==> src/rtl/gshare_branch_predictor.sv <==
// Gshare conditional-branch predictor: GHR-xor-PC indexed table of saturating counters,
// self-initialising walker, speculative history with WB repair. Optional stats: PRED_STATS_EN.
module gshare_branch_predictor #(
  parameter int ADDR_W    = 16,
  parameter int IDX_BITS  = 5,
  parameter int HIST_BITS = 5,  // 1 <= HIST_BITS <= IDX_BITS
  parameter int CTR_BITS  = 2   // >= 1
) (
  input  logic                 clk,
  input  logic                 rst_n,
  output logic                 ready,
  input  logic                 lookup_valid,
  input  logic [ADDR_W-1:0]    lookup_pc,
  output logic                 pred_taken,
  output logic [IDX_BITS-1:0]  pred_idx,
  output logic [HIST_BITS-1:0] pred_hist,
  input  logic                 upd_valid,
  input  logic [IDX_BITS-1:0]  upd_idx,
  input  logic [HIST_BITS-1:0] upd_hist,
  input  logic                 upd_taken,
  input  logic                 upd_mispredict,
  output logic [31:0]          stat_lookups,
  output logic [31:0]          stat_updates,
  output logic [31:0]          stat_mispredicts
);

  localparam int                  ENTRIES     = 1 << IDX_BITS;
  localparam logic [CTR_BITS-1:0] CTR_WEAK_NT = CTR_BITS'((1 << (CTR_BITS - 1)) - 1);
  localparam logic [CTR_BITS-1:0] CTR_MAX     = '1;
  localparam logic [CTR_BITS-1:0] CTR_MIN     = '0;

  typedef enum logic {
    S_INIT  = 1'b0,
    S_READY = 1'b1
  } state_e;

  state_e              state_q, state_d;
  logic [IDX_BITS-1:0] ptr_q, ptr_d;
  logic [HIST_BITS-1:0] ghr_q;

  logic                 lookup_fire;
  logic                 upd_fire;
  logic                 recover;
  logic [IDX_BITS-1:0]  lookup_idx;
  logic [HIST_BITS-1:0] ghr_shift;
  logic [HIST_BITS-1:0] ghr_recover;

  logic [CTR_BITS-1:0] table_q [ENTRIES];
  logic                wr_en;
  logic [IDX_BITS-1:0] wr_idx;
  logic [CTR_BITS-1:0] wr_data;
  logic [CTR_BITS-1:0] upd_ctr;
  logic [CTR_BITS-1:0] upd_ctr_next;

  // ---------------------------------------------------------------------------
  // Init walker FSM
  // ---------------------------------------------------------------------------
  // NOTE: sequential state uses non-blocking (<=) so every flop samples pre-edge values.
  always_ff @(posedge clk or negedge rst_n) begin
    if (!rst_n) begin
      state_q <= S_INIT;
      ptr_q   <= '0;
    end else begin
      state_q <= state_d;
      ptr_q   <= ptr_d;
    end
  end

  // NOTE: defaults first so every path assigns every output and no latch is inferred.
  always_comb begin
    state_d = state_q;
    ptr_d   = ptr_q;
    case (state_q)
      S_INIT: begin
        ptr_d = ptr_q + 1'b1;
        if (ptr_q == IDX_BITS'(ENTRIES - 1)) state_d = S_READY;
      end
      S_READY: state_d = S_READY;
      default: state_d = S_INIT;
    endcase
  end

  assign ready       = (state_q == S_READY);
  assign lookup_fire = lookup_valid & ready;
  assign upd_fire    = upd_valid & ready;
  assign recover     = upd_fire & upd_mispredict;

  // ---------------------------------------------------------------------------
  // Lookup (read port). PC bit 0 is always zero for word-aligned instructions.
  // ---------------------------------------------------------------------------
  assign lookup_idx = lookup_pc[IDX_BITS:1] ^ IDX_BITS'(ghr_q);
  assign pred_idx   = lookup_idx;
  assign pred_hist  = ghr_q;
  assign pred_taken = ready & table_q[lookup_idx][CTR_BITS-1];

  // ---------------------------------------------------------------------------
  // Read-modify-write port: shared by the init walker and WB training
  // ---------------------------------------------------------------------------
  assign upd_ctr = table_q[upd_idx];

  always_comb begin
    upd_ctr_next = upd_ctr;
    if (upd_taken) begin
      if (upd_ctr != CTR_MAX) upd_ctr_next = upd_ctr + 1'b1;
    end else begin
      if (upd_ctr != CTR_MIN) upd_ctr_next = upd_ctr - 1'b1;
    end
  end

  always_comb begin
    wr_en   = 1'b0;
    wr_idx  = ptr_q;
    wr_data = CTR_WEAK_NT;
    if (!ready) begin
      wr_en = 1'b1;
    end else if (upd_valid) begin
      wr_en   = 1'b1;
      wr_idx  = upd_idx;
      wr_data = upd_ctr_next;
    end
  end

  // NOTE: the table has no reset; the walker initialises it, keeping it a plain register file.
  always_ff @(posedge clk) begin
    if (wr_en) table_q[wr_idx] <= wr_data;
  end

  // ---------------------------------------------------------------------------
  // Global history: speculative shift at IF, repaired from the WB snapshot
  // ---------------------------------------------------------------------------
  if (HIST_BITS == 1) begin : g_hist_one
    assign ghr_shift   = pred_taken;
    assign ghr_recover = upd_taken;
  end else begin : g_hist_multi
    assign ghr_shift   = {ghr_q[HIST_BITS-2:0], pred_taken};
    assign ghr_recover = {upd_hist[HIST_BITS-2:0], upd_taken};
  end

  // A same-cycle lookup shift is discarded when WB repairs the history.
  always_ff @(posedge clk or negedge rst_n) begin
    if (!rst_n) begin
      ghr_q <= '0;
    end else if (recover) begin
      ghr_q <= ghr_recover;
    end else if (lookup_fire) begin
      ghr_q <= ghr_shift;
    end
  end

  // ---------------------------------------------------------------------------
  // Optional statistics
  // ---------------------------------------------------------------------------
`ifdef PRED_STATS_EN
  always_ff @(posedge clk or negedge rst_n) begin
    if (!rst_n) begin
      stat_lookups     <= '0;
      stat_updates     <= '0;
      stat_mispredicts <= '0;
    end else begin
      if (lookup_fire) stat_lookups     <= stat_lookups + 32'd1;
      if (upd_fire)    stat_updates     <= stat_updates + 32'd1;
      if (recover)     stat_mispredicts <= stat_mispredicts + 32'd1;
    end
  end
`else
  assign stat_lookups     = '0;
  assign stat_updates     = '0;
  assign stat_mispredicts = '0;
`endif

  // Address bits outside the index field and the oldest carried history bit are not needed.
  if (IDX_BITS + 1 < ADDR_W) begin : g_pc_hi
    logic unused_pc_hi;
    assign unused_pc_hi = ^lookup_pc[ADDR_W-1:IDX_BITS+1];
  end
  logic unused_misc;
  assign unused_misc = ^{lookup_pc[0], upd_hist};

endmodule
==> config.mk <==
export PLATFORM = sky130hd
export DESIGN_NAME = gshare_branch_predictor
export DESIGN_NICKNAME = d
export VERILOG_FILES = /design/src/rtl/gshare_branch_predictor.sv
export SDC_FILE = /design/constraint.sdc
export NUM_CORES = 1
export LEC_CHECK = 0
export BUFFER_PORTS_ARGS = -buffer_cell sky130_fd_sc_hd__buf_4
export CAP_MARGIN = 20
export CORE_MARGIN = 2
export CORE_UTILIZATION = 52
export CTS_CLUSTER_DIAMETER = 60
export DETAILED_ROUTE_END_ITERATION = 8
export GPL_TIMING_DRIVEN = 0
export HOLD_SLACK_MARGIN = 0.15
export MAX_ROUTING_LAYER = met4
export PLACE_DENSITY = 0.93
export SLEW_MARGIN = 10
export SYNTH_ARGS = -nofsm -noshare
export SYNTH_HDL_FRONTEND = slang
export SYNTH_SLANG_ARGS = --single-unit
==> constraint.sdc <==
create_clock -name clk -period 3.15 [get_ports clk]
set_input_delay 0.1575 -clock clk [delete_from_list [all_inputs] [get_ports clk]]
set_output_delay 0.1575 -clock clk [all_outputs]
set_load 0.05 [all_outputs]
==> metrics.md <==
| Metric | Value |
|---|---|
| Type of the setup path with the least slack | register to output port |
| Element type at the critical path end | output port |
| Half-perimeter wire length after detailed placement | 7068 um |
| Total wire length after detailed routing | 9996 um |
| First-pass detailed-route iteration total | 5 |
| Core area | 8299 um2 |
| Count of flip-flops with a built-in enable after synthesis | 64 |
| Standard-cell row count | 33 |
| Effective utilization at floorplan | 54.05% |
| Setup skew after layout | 11.02 ps |
| Kind of launch point of the worst setup path | register |
| Cells along the critical path | xor2_1 > buf_6 > mux4_2 > o211a_1 > o21a_1 > o21a_1 > buf_4 |
| Cell area after synthesis | 4486 um2 |
| Final global-route overflow total | 0 |
| Syn. warnings | 0 |
| Met1 Resource Use GR | 22.87% |
| Total power density per cell area | 496.0 nW/um2 |
| Biggest area contributors in the synthesized netlist | edfxtp_1 43%, buf_4 17%, mux2i_1 9.1% |
| Peak supply drop | 0.0004012 V |
| Hold path cells | 3 |
| First-pass GRT wire length | 15590 um |
| Vias in the first global route | 3121 |
| Vias | 3240 |
| Arrival time at the worst endpoint | 2800 ps |
| Synthesized area divided by synthesized cell count | 11.47 um2 |
| Gpl congestion | 0.9204 |
| Setup repair after global routing missed its margin | false |
| Instance area at placement | 5234 um2 |
| Share of Yosys cell area claimed by the top area cell type | 42.85% |
| Met3 track utilization from global routing | 7.081% |
| Slew at the pin with the worst max-slew slack | 1057 ps |
| Hold violation total from the final report | 0 |
| Primary FF master, synth | edfxtp_1 |
| Post-route insts no fill | 645 |
| Longest individual stage delay on the worst path | 560 ps |
| Filler cells | 577 |
| Result of the run | finished clean |
| Worst slack at placement | 620.6 ps |
| Combinational cell fraction of total power | 35.7% |
| Met2 demand-to-capacity share in global routing | 36.32% |
| Worst-path maximum fanout | 10 |
| Cell count of the worst reg-to-reg path | 7 |
| Number of DRC violations after detailed routing | 0 |
| Synthesized netlist cell count | 391 |
| Static power due to leakage | 2.511 nW |
| Final period util | 93.88% |
| Clock transition at the registers of the reported paths | 80 ps |
| Worst Slack Setup Final | 192.8 ps |
| Slowest stage cell on the critical path | mux4_2 |
| Number of antenna-violating nets in the routed design | 0 |
| Number of H-tree levels | 3 |
| Max-slew violation total from the final report | 0 |
| Antenna diode count | 0 |
| Setup TNS Final | 0 ps |
| Worst slew slack as a fraction of its limit | 29.23% |
| Cell type with the highest aggregate area in the netlist | edfxtp_1 |
| Number of antenna violations at the first check in global routing | 0 |
| Overall Global Routing Usage | 21.84% |
| Die X | 96.88 um |
| Layout area overhead | 21.39% |
| Number of ports placed on the die boundary | 140 |
| Most frequently used cell type in the post-synthesis netlist | buf_4 |
| Busiest grt layer | met2 |
| Vertical die dimension | 96.88 um |
| TritonCTS clock tree | done |
| Port bufs | 30 |
| Post-cts sizing count | 0 |
| Routed len/inst | 15.50 um |
| Shortest period the worst path allows | 2957 ps |
| Number of buffers created by CTS | 9 |
| Share of power burned in the clock network | 22.3% |
| Reported net switching power | 1.011 mW |
| Final setup viols | 0 |
| Fmax | 338.2 MHz |
| Number of max-capacitance violations reported | 0 |
| DR iter-0 viols | 277 |
| Largest net degree at the start of global routing | 21 |
| Post-layout utilization of the core | 65.61% |
| List of most frequent post-synthesis cells | 99 x buf_4, 64 x edfxtp_1, 42 x nor2_1 |
| Clock tree sinks | 75 |
| Buffers from clock root to sink, at most | 2 |
| Data required time of the worst path | 2990 ps |
| Clock latency on the worst-skew pair | 350 ps |
| Count of different cell masters after synthesis | 46 |
| Share of cells above drive strength 1 | 29.07% |
| Min-Delay Path Class | primary input to register |
| Total design power | 2.701 mW |
| Most common cell on crit path | o21a_1 |
| Post-route worst hold slack | 164.5 ps |
| Die area | 9385 um2 |
| Net switching share of the total power | 37.44% |
| Post-CTS Setup Repair Bufs | 0 |
| Portion of the post-synthesis area used by sequential elements | 48.98% |
| Total non-filler cell area in the finished layout | 5445 um2 |
| CTS Root Buffer Type | clkbuf_8 |
| Synth Register Bits | 75 |
| Avg Vias per Cell | 5.023 |
| DP Cell Count | 623 |
| Sequential share of power | 42.1% |
| Final #Nets | 569 |
| Cell-internal power | 1.690 mW |
| Share of async-settable or async-resettable flops after synthesis | 14.67% |
==> flip-flops by register name, indices dropped and copies added, names as in the netlist <==
register   cells
ptr_q          5
table_q       64
ready          1
pred_hist      5
==> worst paths after layout <==
path                                     startpoint                       end  slack [ps]
max                        pred_hist[0]$_DFFE_PN0P_                pred_taken         190
min                                    lookup_valid  pred_hist[0]$_DFFE_PN0P_         160
min reg2reg                    ptr_q[3]$_DFFE_PN0N_      ptr_q[3]$_DFFE_PN0N_         600
min in group asynchronous                     rst_n  pred_hist[1]$_DFFE_PN0P_         180
max reg2reg                pred_hist[0]$_DFFE_PN0P_  pred_hist[0]$_DFFE_PN0P_         690
max in group asynchronous                     rst_n      ptr_q[4]$_DFFE_PN0N_        2820
==> layout by cell type (no fill, tap or decap), types with 2 or more instances in the layout <==
| cell | instances |
|---|---|
| nand2b_1 | 5 |
| inv_1 | 5 |
| a22oi_1 | 14 |
| nand2_1 | 26 |
| o22ai_1 | 2 |
| nand3_1 | 5 |
| conb_1 | 96 |
| clkbuf_8 | 9 |
| o21a_1 | 2 |
| or2_2 | 2 |
| edfxtp_1 | 64 |
| buf_6 | 5 |
| clkbuf_1 | 5 |
| o31ai_1 | 2 |
| ha_1 | 2 |
| and3_1 | 2 |
| nor3_1 | 2 |
| a21oi_1 | 6 |
| nor2b_1 | 3 |
| xnor2_1 | 6 |
| dfrtp_1 | 11 |
| buf_4 | 129 |
| nor2_2 | 2 |
| nand4_1 | 2 |
| mux2_2 | 3 |
| a211oi_1 | 2 |
| mux4_1 | 5 |
| dlygate4sd3_1 | 6 |
| buf_8 | 2 |
| nand3b_1 | 2 |
| o211a_1 | 2 |
| nor2_1 | 40 |
| o21ai_0 | 8 |
| clkinv_1 | 4 |
| mux2i_1 | 41 |
| and2_1 | 2 |
==> cells by family after synthesis <==
family	synth area share, %
buffers and inverters	18.58
AND/OR/NAND/NOR	9.958
AO/OA/AOI/OAI	6.555
other	0.08360
flip-flops	48.98
XOR/XNOR	1.730
adder cells (fa/ha/maj)	0.7810
multiplexers	13.33
==> per-layer routing <==
metal | wire, um | vias up
met4 | 568 | 0
met2 | 4881 | 234
li1 | - | 1488
met3 | 1135 | 47
met5 | 0 | -
met1 | 3411 | 1471
==> power by group through the flow <==
stage          Clock, mW  Sequential, mW  Combinational (mW)
6_report           0.601            1.14               0.964
5_1_grt            0.645            1.14                1.00
4_1_cts            0.604            1.13               0.942
3_5_place_dp           0            1.16               0.934
3_3_place_gp           0            1.16               0.905
2_1_floorplan          0            1.20               0.694
==> what timing repair did <==
action / in CTS / in global routing
hold buffers: 6 / 0
setup endpoints to repair: 0 / 0
endpoints found under the hold margin: 16 / 0
==> critical path, delay by kind of cell (launching register included) <==
family | cells | cell delay (ps)
compound gates | 3 | 600
xor+xnor | 1 | 400
buf+inv | 2 | 450
flops | 1 | 430
mux | 1 | 560
==> final cells by class <==
type	instances	area, um2	area share [%]
Sequential cell	75	2197	40.35
Multi-Input combinational cell	298	1817	33.36
Buffer	108	814.5	14.96
Timing Repair Buffer	38	315.3	5.790
Clock buffer	11	131.4	2.413
Tap cell	105	131.4	2.413
Clock inverter	5	20.02	0.3676
Inverter	5	18.77	0.3447
Note: power is estimated with default switching activity, not from simulation.
